==> config.mk <==
export PLATFORM = sky130hd
export DESIGN_NAME = trap_ctrl_u
export DESIGN_NICKNAME = d
export VERILOG_FILES = /design/src/rtl/trap_ctrl_u.sv
export SDC_FILE = /design/constraint.sdc
export NUM_CORES = 1
export LEC_CHECK = 0
export BUFFER_PORTS_ARGS = -buffer_cell sky130_fd_sc_hd__buf_2
export CORE_MARGIN = 2
export CORE_UTILIZATION = 35
export DETAILED_ROUTE_END_ITERATION = 12
export GPL_TIMING_DRIVEN = 0
export MAX_ROUTING_LAYER = met4
export PLACE_DENSITY = 0.61
export SYNTH_ARGS = -nofsm -noshare
export SYNTH_HDL_FRONTEND = slang
export SYNTH_SLANG_ARGS = --single-unit
==> constraint.sdc <==
create_clock -name clk -period 2 [get_ports clk]
set_input_delay 0 -clock clk [delete_from_list [all_inputs] [get_ports clk]]
set_output_delay 0 -clock clk [all_outputs]
set_load 0.01 [all_outputs]
==> src/rtl/trap_ctrl_u.sv <==
// Machine-mode trap controller: prioritises exceptions and the external interrupt in ID,
// owns the M-mode trap CSRs, handles MRET, and drives a registered redirect plus a multi-cycle flush.
module trap_ctrl_u #(
   parameter int              XLEN         = 32,
   parameter logic [XLEN-1:0] MTVEC_RESET  = 32'h0001_0000,
   parameter int              FLUSH_CYCLES = 2,
   parameter bit              VECTORED_EN  = 1'b1
) (
   input  logic            clk,
   input  logic            rst,
   input  logic            inst_valid,
   input  logic [XLEN-1:0] pc_in_id,
   input  logic            i_addr_misaligned,
   input  logic            illegal_instr,
   input  logic            is_ebreak,
   input  logic            is_ecall,
   input  logic            is_mret,
   input  logic            jump,
   input  logic            ext_irq,
   input  logic            csr_we,
   input  logic [11:0]     csr_waddr,
   input  logic [XLEN-1:0] csr_wdata,
   output logic            redirect,
   output logic [XLEN-1:0] redirect_pc,
   output logic            flush,
   output logic            busy,
   output logic [XLEN-1:0] mepc,
   output logic [XLEN-1:0] mcause,
   output logic [XLEN-1:0] mtval,
   output logic [XLEN-1:0] mtvec,
   output logic            mstatus_mie,
   output logic            mstatus_mpie
);

   typedef enum logic [1:0] {IDLE, REDIR, FLUSH} state_e;

   localparam logic [XLEN-1:0] CAUSE_IRQ   = {1'b1, {(XLEN-5){1'b0}}, 4'hB};
   localparam logic [XLEN-1:0] CAUSE_MISAL = XLEN'(0);
   localparam logic [XLEN-1:0] CAUSE_ILL   = XLEN'(2);
   localparam logic [XLEN-1:0] CAUSE_BRK   = XLEN'(3);
   localparam logic [XLEN-1:0] CAUSE_ECALL = XLEN'(11);
   localparam logic [XLEN-1:0] VEC_OFFSET  = XLEN'(4 * 11);
   localparam logic [3:0]      CNT_INIT    = (FLUSH_CYCLES >= 2) ? 4'(FLUSH_CYCLES - 2) : 4'd0;

   state_e          state_q, state_d;
   logic [3:0]      cnt_q, cnt_d;
   logic            redirect_q, redirect_d;
   logic [XLEN-1:0] redirect_pc_q, redirect_pc_d;
   logic            flush_q, flush_d;
   logic            busy_q, busy_d;
   logic [XLEN-1:0] mepc_q, mepc_d;
   logic [XLEN-1:0] mcause_q, mcause_d;
   logic [XLEN-1:0] mtval_q, mtval_d;
   logic [XLEN-1:0] mtvec_q, mtvec_d;
   logic            mie_q, mie_d;
   logic            mpie_q, mpie_d;

   logic            ev, irq_take, exc_any, trap_take, mret_take;
   logic [XLEN-1:0] tvec_base;

   always_comb begin
      state_d       = state_q;
      cnt_d         = cnt_q;
      redirect_d    = redirect_q;
      redirect_pc_d = redirect_pc_q;
      flush_d       = flush_q;
      busy_d        = busy_q;
      mepc_d        = mepc_q;
      mcause_d      = mcause_q;
      mtval_d       = mtval_q;
      mtvec_d       = mtvec_q;
      mie_d         = mie_q;
      mpie_d        = mpie_q;

      ev        = inst_valid & ~jump;
      irq_take  = ext_irq & mie_q;
      exc_any   = irq_take | i_addr_misaligned | illegal_instr | is_ebreak | is_ecall;
      trap_take = (state_q == IDLE) & ev & exc_any;
      mret_take = (state_q == IDLE) & ev & ~exc_any & is_mret;
      tvec_base = {mtvec_q[XLEN-1:2], 2'b00};

      // CSR writes first so that trap entry / MRET below override mepc and mstatus
      if (csr_we) begin
         case (csr_waddr)
            12'h300: begin
               mie_d  = csr_wdata[3];
               mpie_d = csr_wdata[7];
            end
            12'h305: mtvec_d = csr_wdata;
            12'h341: mepc_d  = {csr_wdata[XLEN-1:2], 2'b00};
            default: ;
         endcase
      end

      case (state_q)
         IDLE: begin
            if (trap_take) begin
               mepc_d = pc_in_id;
               mpie_d = mie_q;
               mie_d  = 1'b0;
               if (irq_take) begin
                  mcause_d = CAUSE_IRQ;
                  mtval_d  = '0;
               end else if (i_addr_misaligned) begin
                  mcause_d = CAUSE_MISAL;
                  mtval_d  = pc_in_id;
               end else if (illegal_instr) begin
                  mcause_d = CAUSE_ILL;
                  mtval_d  = '0;
               end else if (is_ebreak) begin
                  mcause_d = CAUSE_BRK;
                  mtval_d  = pc_in_id;
               end else begin
                  mcause_d = CAUSE_ECALL;
                  mtval_d  = '0;
               end
               if (VECTORED_EN && irq_take && (mtvec_q[1:0] == 2'b01))
                  redirect_pc_d = tvec_base + VEC_OFFSET;
               else
                  redirect_pc_d = tvec_base;
               redirect_d = 1'b1;
               flush_d    = 1'b1;
               busy_d     = 1'b1;
               state_d    = REDIR;
            end else if (mret_take) begin
               mie_d         = mpie_q;
               mpie_d        = 1'b1;
               redirect_pc_d = mepc_q;
               redirect_d    = 1'b1;
               flush_d       = 1'b1;
               busy_d        = 1'b1;
               state_d       = REDIR;
            end
         end
         REDIR: begin
            redirect_d    = 1'b0;
            redirect_pc_d = '0;
            if (FLUSH_CYCLES == 1) begin
               flush_d = 1'b0;
               busy_d  = 1'b0;
               state_d = IDLE;
            end else begin
               cnt_d   = CNT_INIT;
               state_d = FLUSH;
            end
         end
         FLUSH: begin
            if (cnt_q == 4'd0) begin
               flush_d = 1'b0;
               busy_d  = 1'b0;
               state_d = IDLE;
            end else begin
               cnt_d = cnt_q - 4'd1;
            end
         end
         default: begin
            redirect_d    = 1'b0;
            redirect_pc_d = '0;
            flush_d       = 1'b0;
            busy_d        = 1'b0;
            state_d       = IDLE;
         end
      endcase
   end

   always_ff @(posedge clk) begin
      if (rst) begin
         state_q       <= IDLE;
         cnt_q         <= 4'd0;
         redirect_q    <= 1'b0;
         redirect_pc_q <= '0;
         flush_q       <= 1'b0;
         busy_q        <= 1'b0;
         mepc_q        <= '0;
         mcause_q      <= '0;
         mtval_q       <= '0;
         mtvec_q       <= MTVEC_RESET;
         mie_q         <= 1'b0;
         mpie_q        <= 1'b0;
      end else begin
         state_q       <= state_d;
         cnt_q         <= cnt_d;
         redirect_q    <= redirect_d;
         redirect_pc_q <= redirect_pc_d;
         flush_q       <= flush_d;
         busy_q        <= busy_d;
         mepc_q        <= mepc_d;
         mcause_q      <= mcause_d;
         mtval_q       <= mtval_d;
         mtvec_q       <= mtvec_d;
         mie_q         <= mie_d;
         mpie_q        <= mpie_d;
      end
   end

   assign redirect     = redirect_q;
   assign redirect_pc  = redirect_pc_q;
   assign flush        = flush_q;
   assign busy         = busy_q;
   assign mepc         = mepc_q;
   assign mcause       = mcause_q;
   assign mtval        = mtval_q;
   assign mtvec        = mtvec_q;
   assign mstatus_mie  = mie_q;
   assign mstatus_mpie = mpie_q;

endmodule

==> Word-level counts from Yosys, hierarchy flattened <==
Cells that the tools add are included.
{ "totals": {"regBits": 170, "n_memories": 0, "rom_bits": 0, "output_inout_bits": 165, "latchBits": 0, "ram_bits": 0, "elab_cells": 83, "in_bits": 87} }
{ "classes": {"magnitude_cmp": 0, "reduce_logical": 10, "eq_ne": 9, "mul": 0, "bitwise_logic": 14, "n_shift": 0, "n_div": 0, "n_mux": 37, "add_sub_neg": 2} }
{ "op_table": {"columns": ["cell", "n"], "rows": [
  ["$mux W32", 12],
  ["$pmux W32 S2", 1],
  ["$eq A12 B10 Y1 const B", 3],
  ["$add A32 B6 Y32 const B", 1],
  ["$mux W4", 4],
  ["$mux W1", 13],
  ["$reduce_and A2 Y1", 5],
  ["$pmux W4 S2", 1],
  ["$and A1 B1 Y1", 6],
  ["$mux W2", 3],
  ["$pmux W2 S3", 1],
  ["$eq A2 B1 Y1 const B", 2],
  ["$logic_not A4 Y1", 1],
  ["$ne A2 B2 Y1 const B", 2],
  ["$not A1 Y1", 4],
  ["$or A1 B1 Y1", 4],
  ["$sub A4 B1 Y4 const B", 1],
  ["$ne A3 B3 Y1 const B", 1],
  ["$pmux W1 S3", 1],
  ["$reduce_and A3 Y1", 1],
  ["$eq A2 B2 Y1 const B", 1],
  ["$logic_not A2 Y1", 1],
  ["$pmux W1 S2", 1],
  ["$reduce_bool A2 Y1", 1],
  ["$logic_and A1 B1 Y1", 1]
]} }

==> Depth between registers and ports, before layout <==
Gate-level depths: netlist of run 1.
{ "depth": {"ltp_word": 11, "depth_mapped": 8, "depth_no_buf": 7} }

==> Least setup slack after synthesis of run 1 <==
OpenSTA, ideal clock, no wires.
{ "synth_path": {"path_kind": "register to register", "startpoint": "reg mtvec_q[8] (netlist: mtvec[8])", "endpoint": "reg redirect_pc_q[28] (netlist: redirect_pc[28])", "t_arrival_ns": 1.844, "setup_time_ns": 0.125, "slack_ns": 0.031, "path_buffers": 2, "required_ns": 1.875, "stages_incl_launch_ff": 8, "synth_period_minus_slack_ns": 1.969, "path_cell_list": "dfxtp_1 -> nand4_2 -> or4_4 -> buf_6 -> buf_8 -> nor4_4 -> xnor2_1 -> o22ai_2"} }
{ "synth_between": {"elab_chain_cells": 4} }
{ "synth_lines": {"columns": ["item", "line_no", "source"], "rows": [
  ["start, declared", "54", "logic [XLEN-1:0] mtvec_q, mtvec_d;"],
  ["start signal, assigned", "190", "mtvec_q <= mtvec_d;"],
  ["$add A32 B6 Y32", "118", "redirect_pc_d = tvec_base + VEC_OFFSET;"],
  ["$mux W32", "117", "if (VECTORED_EN && irq_take && (mtvec_q[1:0] == 2'b01))"],
  ["$mux W32", "97", "if (trap_take) begin"],
  ["$pmux W32 S2", "95", "case (state_q)"],
  ["end signal, assigned", "184", "redirect_pc_q <= redirect_pc_d;"],
  ["end, declared", "48", "logic [XLEN-1:0] redirect_pc_q, redirect_pc_d;"]
]} }
No other way between the ends.
A chain may end at the register's enable or synchronous reset.

==> Worst setup path in the final report of run 1 <==
{ "layout_path": {"startpoint": "reg mtvec_q[1] (netlist: mtvec[1])", "endpoint": "reg redirect_pc_q[30] (netlist: redirect_pc[30])"} }
{ "layout_between": {"elab_chain_cells": 5} }
{ "layout_lines": {"columns": ["item", "line_no"], "rows": [
  ["$eq A2 B1 Y1", "117"],
  ["$logic_and A1 B1 Y1", "117"],
  ["$mux W32", "117"],
  ["$mux W32", "97"],
  ["$pmux W32 S2", "95"]
]} }
No other way between the ends.

==> results of run 1 <==
layout make-up:
type	count	share of cell area (%)
Multi-Input combinational cell	538	36.0
Sequential cell	142	29.5
Timing Repair Buffer	301	19.2
Buffer	82	5.42
Clock buffer	21	4.93
Tap cell	234	3.01
Clock inverter	11	1.41
Inverter	13	0.501
tightest hold or removal path: cells and delay by family:
family	cells	cell delay [ns]
AND/OR/NAND/NOR	2	0.12
buffers and inverters	1	0.14
AO/OA/AOI/OAI	2	0.14
stage by stage:
| step | worst slack [ns] | std cells | utilization [%] | setup TNS (ns) |
|---|---|---|---|---|
| 2_1_floorplan | 0.0308 | 778 | - | 0 |
| 3_3_place_gp | -0.459 | 1234 | 43.5 | -31.73 |
| 3_5_place_dp | -0.468 | 1234 | 43.5 | -35.27 |
| 4_1_cts | -0.00142 | 1340 | 51.2 | -0.00207 |
| 5_1_grt | -0.0590 | 1342 | 52.3 | -0.218 |
| 6_report | 0.00890 | 1342 | 52.3 | 0 |
repair_timing:
action | CTS | global route
resized for setup | 29 | 51
gates cloned | 0 | 1
pin swaps | 1 | 9
hold buffers | 67 | 0
setup buffers | 8 | 4
endpoints found under the setup margin | 99 | 76
hold endpoints to repair | 101 | 0
state kept, by name (all words and copies together) (netlist names), 2 cells and up:
name,cells
mepc,32
mtval,32
mtvec,32
redirect_pc,32
cnt_q,4
mcause,4
state_q,2
report_power, final:
part | internal [µW] | switching [µW]
Combinational | 384 | 476
Sequential | 2910 | 65.9
Clock | 2080 | 1250
Total | 5370 | 1790
cells in the mapped netlist (4+ instances only):
library cell	number	share of area (%)
a22oi_1	23	2.6
o31a_1	5	0.66
nor3_1	4	0.30
o2111ai_1	4	0.53
inv_1	13	0.74
nor4_1	16	1.5
a21oi_1	62	4.7
buf_4	30	3.4
dfxtp_1	142	43
mux2i_1	64	9.7
o22ai_1	6	0.57
o21ai_0	6	0.45
nand2_1	67	3.8
clkbuf_1	22	1.2
xnor2_1	13	1.7
o31a_2	6	0.91
o211ai_1	6	0.68
o21ai_1	10	0.76
buf_2	25	1.9
nor2_1	86	4.9
a211o_1	4	0.53
nand3_1	43	3.3
a211oi_1	32	3.6
buf_1	6	0.34
final timing paths:
kind         startpoint               to  cells past startpoint
min reg2reg   mtval[18]        mtval[18]                      2
min             is_mret   redirect_pc[4]                      5
max            mtvec[1]  redirect_pc[30]                      6
max reg2reg    mtvec[1]  redirect_pc[30]                      6
cell families after synthesis:
family	synth area share, %
AND/OR/NAND/NOR	18.3
AO/OA/AOI/OAI	18.4
flip-flops	43.0
buffers and inverters	8.19
multiplexers	9.69
XOR/XNOR	1.99
adder cells (fa/ha/maj)	0.378
other	0.0567
layer usage:
metal,vias to the layer above,track usage (%),part of all wire [%]
li1,3335,-,-
met5,-,-,0
met2,252,39.6,47
met4,0,7.74,1.7
met1,3228,32.4,46
met3,25,4.25,5.3
placed cells by master (no fill, tap or decap), types with 3 or more instances in the layout:
cell | synthesis | final
a211oi_2 | 0 | 12
nor3_1 | 4 | 4
buf_1 | 6 | 4
buf_4 | 30 | 44
nand3_1 | 43 | 43
o31a_2 | 6 | 6
inv_1 | 13 | 13
dfxtp_1 | 142 | 129
clkinv_2 | 0 | 5
conb_1 | 1 | 28
nor2_1 | 86 | 77
o211ai_1 | 6 | 6
o2111ai_1 | 4 | 3
buf_2 | 25 | 237
a21oi_1 | 62 | 62
clkbuf_8 | 0 | 4
nor4_1 | 16 | 14
clkbuf_16 | 0 | 17
clkbuf_1 | 22 | 19
bufinv_16 | 0 | 3
buf_6 | 2 | 7
clkinvlp_4 | 0 | 3
a211oi_1 | 32 | 20
nand2_1 | 67 | 67
dfxtp_2 | 0 | 7
dfxtp_4 | 0 | 6
clkbuf_4 | 0 | 3
a211o_1 | 4 | 4
o22ai_1 | 6 | 6
dlygate4sd3_1 | 0 | 67
o21ai_1 | 10 | 9
xnor2_1 | 13 | 13
a22oi_1 | 23 | 23
mux2i_1 | 64 | 64
o31a_1 | 5 | 5
nor2_2 | 1 | 9
o21ai_0 | 6 | 6
==> qor.yml, run 1 <==
floorplan:
  die_h_um: 141
  die_area_mm2: 0.0200
  core_mm2: 0.0186
  start_util_pct: 35.5
  die_x_um: 141
  core.rowCount: 50
  io_pins: 252
power:
  p_per_area_mw_per_mm2: 736
  p_total_uw: 7170
  p_leak_uw: 0.00431
  peakVddDrop_mv: 0.594
setup_path:
  end_kind: "register"
  path_delay_family: "simple AND/OR/NAND/NOR gates"
  r2r_slack_ns: 0.009
  crit_arrival_ns: 2.27
  critPathLaunchType: "register"
  critPathMaxStageDelay_ns: 0.61
  worstSetupPathType: "reg2reg"
  crit_buf_inv: 1
  path_cells: "nand4b_4, or4_4, buf_12, o31a_1, o21ai_2, a21oi_1"
  cp_slowest_cell: "or4_4"
  cp.required_ns: 2.28
  critPathMaxFanout: 10
outcome:
  outcome: "finished clean"
logic_synthesis:
  yosys_warnings: 0
  synth_cells: 751
  avgSynthCellArea_um2: 8.80
  yosys.cell_types.count: 62
  ys_ff_latch: 142
  synth-seq-area-share_pct: 43.0
  syn-cell-area_mm2: 0.00661
  synth_edf_count: 0
  synth_flop_cell: "dfxtp_1"
  async_reset_ff_share_pct: 0
place:
  port_buffers: 222
  gp_congestion: 0.826
  postPlaceCellArea_mm2: 0.00812
  hpwl_um: 18000
grt:
  grt_start_max_net_pins: 17
  antenna_found_initial: 0
  grt_overflow_total: 0
  grt_pass1_vias: 6335
  grt_pass1_wl_um: 36900
  track_usage_pct: 24.9
layout:
  ff_latch_area_mm2: 0.00287
  fill_cells: 1824
  multiInputGateArea_mm2: 0.00351
  drive_gt1_share_pct: 34.8
  fin_nets: 1184
  antenna_cells: 0
  area_growth_pct: 47.4
  fin_area_mm2: 0.00974
drt:
  drc_errors: 0
  routed_wl_um: 24800
  first_pass_iters: 7
  num_vias: 6840
  ant_nets: 0
  routedWlPerCell_um: 18.5
  vias_per_cell: 5.10
  drt-initial-drc-count: 428
timing:
  rsz0062_at_grt: "true"
  clock_skew_ns: 0.00675
  min_period_ns: 1.99
  final-hold-violation-count: 0
  final-setup-viol-count: 0
  slew_violations: 0
  fin_crit_sh_pct: 99.6
  slew_headroom_pct: 40.1
  holdWs_ns: 0.0299
  fmax_ghz: 0.502
  worst_pin_slew_ns: 0.898
clock_network:
  tritoncts: "yes"
  clockBufferDepth: 2
  root_buffer: "clkbuf_16"
  path_clk_slew_ns: 0.06
  clock_latency_ns: 0.43
  cts_made_buffers: 17
  cts_num_sinks: 142
  htreeDepth: 4
job:
  maxCapViolCount: 0
min_path:
  hold_path.class: "in2reg"
No activity file was read; power rests on OpenSTA's default activity.
==> inputs of run 2 (changes only) <==
--- a/config.mk
+++ b/config.mk
@@ -6,10 +6,12 @@
 export NUM_CORES = 1
 export LEC_CHECK = 0
 export BUFFER_PORTS_ARGS = -buffer_cell sky130_fd_sc_hd__buf_2
+export CORE_ASPECT_RATIO = 0.9
 export CORE_MARGIN = 2
 export CORE_UTILIZATION = 35
 export DETAILED_ROUTE_END_ITERATION = 12
 export GPL_TIMING_DRIVEN = 0
+export HOLD_SLACK_MARGIN = 0.1
 export MAX_ROUTING_LAYER = met4
 export PLACE_DENSITY = 0.61
 export SYNTH_ARGS = -nofsm -noshare
==> run 2 against run 1 <==
The flow now finishes with violations (setup timing). First-iteration DRC count rose by 2.8%. Core utilization grew 1.3 points. Worst setup slack got worse by 0.016 ns. Cell count increased by 2.2%. Sequential power hardly changed. Design area rose by 1.6%. Critical endpoint is now redirect_pc[29].
==> qor.yml, run 2 (same netlist as run 1, synthesis figures left out) <==
drt:
  first_pass_iters: 5  # was 7
  ant_nets: 0  # unchanged
  num_vias: 6961  # was 6840
  routedWlPerCell_um: 18.9  # was 18.5 µm
  routed.top_layer: "met4"  # unchanged
  wl_met1_um: 12000  # was 11300 µm
  vias_per_cell: 5.07  # was 5.10
  routed_wl_um: 25900  # was 24800 µm
  dr_wl_met3_um: 1750  # was 1310 µm
  drt-initial-drc-count: 440  # was 428
  wl_met2_um: 11800  # was 11700 µm
  drc_errors: 0  # unchanged
outcome:
  outcome: "complete, but fails checks"  # was finished clean
  violations: "setup timing"
floorplan:
  die_h_um: 134  # was 141 µm
  start_util_pct: 35.8  # was 35.5%
  core_mm2: 0.0185  # was 0.0186 mm²
  core.rowCount: 47  # was 50
  die_area_mm2: 0.0200  # about the same
  io_pins: 252  # unchanged
  die_x_um: 149  # was 141 µm
setup_path:
  end_kind: "register"  # unchanged
  crit_buf_inv: 1  # unchanged
  cp_slowest_cell: "or4_4"  # unchanged
  worstSetupPathType: "reg2reg"  # unchanged
  cp.required_ns: 2.28  # about the same
  critPathLaunchType: "register"  # unchanged
  path_delay_family: "simple AND/OR/NAND/NOR gates"  # unchanged
  path_cells: "nand4b_4, buf_6, or4_4, o31a_2, o21ai_1, a21oi_1"  # was nand4b_4, or4_4, buf_12, o31a_1, o21ai_2, a21oi_1
  critPathMaxFanout: 6  # was 10
  crit_arrival_ns: 2.28  # was 2.27 ns
  critPathMaxStageDelay_ns: 0.52  # was 0.61 ns
grt:
  grt_overflow_total: 0  # unchanged
  grt_start_max_net_pins: 17  # unchanged
  grt_pass1_wl_um: 37600  # was 36900 µm
  grt_pass1_vias: 6491  # was 6335
  track_usage_pct: 25.5  # was 24.9%
  antenna_found_initial: 0  # unchanged
timing:
  slew_violations: 0  # unchanged
  fmax_ghz: 0.498  # was 0.502 GHz
  fin_crit_sh_pct: 100  # was 99.6%
  final-hold-violation-count: 0  # unchanged
  rsz0062_at_grt: "true"  # unchanged
  worst_pin_slew_ns: 0.888  # was 0.898 ns
  setup_slack_ns: -0.00726  # was 0.00890 ns
  clock_skew_ns: 0.00563  # was 0.00675 ns
  final-setup-viol-count: 1  # was 0
  min_period_ns: 2.01  # was 1.99 ns
  slew_headroom_pct: 40.8  # was 40.1%
layout:
  fill_cells: 1751  # was 1824
  stdcell_count: 1372  # was 1342
  area_growth_pct: 49.6  # was 47.4%
  fin_area_mm2: 0.00989  # was 0.00974 mm²
  layout_common_cells: "232 x buf_2, 126 x dfxtp_1, 85 x nor2_1, 74 x dlygate4sd3_1, 66 x nand2_1"  # was 237 x buf_2, 129 x dfxtp_1, 77 x nor2_1, 67 x nand2_1, 67 x dlygate4sd3_1
  utilization_pct: 53.6  # was 52.3%
  layout_commonest_cell: "buf_2"  # unchanged
  drive_gt1_share_pct: 34.6  # was 34.8%
  antenna_cells: 0  # unchanged
  fin_nets: 1204  # was 1184
clock_network:
  htreeDepth: 4  # unchanged
  tritoncts: "yes"  # unchanged
  cts_made_buffers: 17  # unchanged
  path_clk_slew_ns: 0.06  # about the same
  clockBufferDepth: 2  # unchanged
  cts_num_sinks: 142  # unchanged
  clock_latency_ns: 0.42  # was 0.43 ns
  root_buffer: "clkbuf_16"  # unchanged
min_path:
  hold_path.class: "in2reg"  # unchanged
place:
  hpwl_um: 18000  # about the same
  gp_congestion: 0.865  # was 0.826
  pre_cts_slack_ns: -0.442  # was -0.468 ns
  port_buffers: 222  # unchanged
  postPlaceCellArea_mm2: 0.00813  # was 0.00812 mm²
  dpl.cell_count: 1245  # was 1234
power:
  peakVddDrop_mv: 0.542  # was 0.594 mV
  p_total_uw: 6740  # was 7170 µW
  p_leak_uw: 0.00443  # was 0.00431 µW
  p_per_area_mw_per_mm2: 681  # was 736 mW/mm²
job:
  maxCapViolCount: 0  # unchanged
-- run 2: changes by cell type in the layout (fill, tap and decap cells not counted), moves of 5 or more --
cell           delta
a211oi_1          +9
a211oi_2          -9
buf_2             -5
buf_4            +11
clkbuf_1          +5
dlygate4sd3_1     +7
nor2_1            +8
nor2_2            -8
-- run 2: where the power goes --
group | switching, µW | total, µW | internal (µW)
Clock | 1220 | 2890 | 1680
Combinational | 480 | 871 | 391
Sequential | 69.4 | 2970 | 2910
Total | 1770 | 6740 | 4970
-- run 2: worst paths after layout --
| path | cells after the start | slack, ns | endpoint | startpoint |
|---|---|---|---|---|
| max | 6 | -0.007 | redirect_pc[29] | mstatus_mie |
| min | 5 | 0.13 | mtvec[31] | csr_waddr[2] |
| max reg2reg | 6 | -0.007 | redirect_pc[29] | mstatus_mie |
| min reg2reg | 2 | 0.45 | redirect_pc[4] | redirect_pc[4] |
-- run 2: repair_timing --
item / 4_1_cts / 5_1_grt
buffers inserted: 12 / 12
pin swaps: 4 / 21
hold buffers: 74 / 0
gates resized for setup: 35 / 55
hold endpoints to repair: 104 / 0
gates cloned: 0 / 2
endpoints found under the setup margin: 98 / 90
-- run 2: per-stage QoR --
step | hold WS, ns | setup TNS, ns
2_1_floorplan | 0.109 | 0
3_3_place_gp | 0.236 | -27.54
3_5_place_dp | 0.244 | -28.32
4_1_cts | 0.100 | 0
5_1_grt | 0.167 | -0.206
6_report | 0.130 | -0.00726
-- run 2: area by class of cell --
type / instances / area (µm²) / area share [%]
Multi-Input combinational cell: 538 / 3510 / 35.4
Sequential cell: 142 / 2880 / 29.1
Timing Repair Buffer: 321 / 2090 / 21.1
Buffer: 82 / 541 / 5.46
Clock buffer: 26 / 489 / 4.94
Tap cell: 245 / 307 / 3.10
Inverter: 13 / 48.8 / 0.493
Clock inverter: 5 / 33.8 / 0.341
-- run 2: worst reg2reg max path: cells and delay by family, from the launching register on --
family,cells,cell delay (ns)
DFF,1,0.39
buffers and inverters,1,0.16
and+or+nand+nor,2,0.68
AOI/OAI and AO/OA,3,0.63
-- run 2: per-layer routing --
metal | up-vias | GRT usage, %
met1 | 3316 | 34.0
met2 | 244 | 39.7
met5 | - | -
met3 | 22 | 5.34
met4 | 0 | 6.30
li1 | 3379 | -
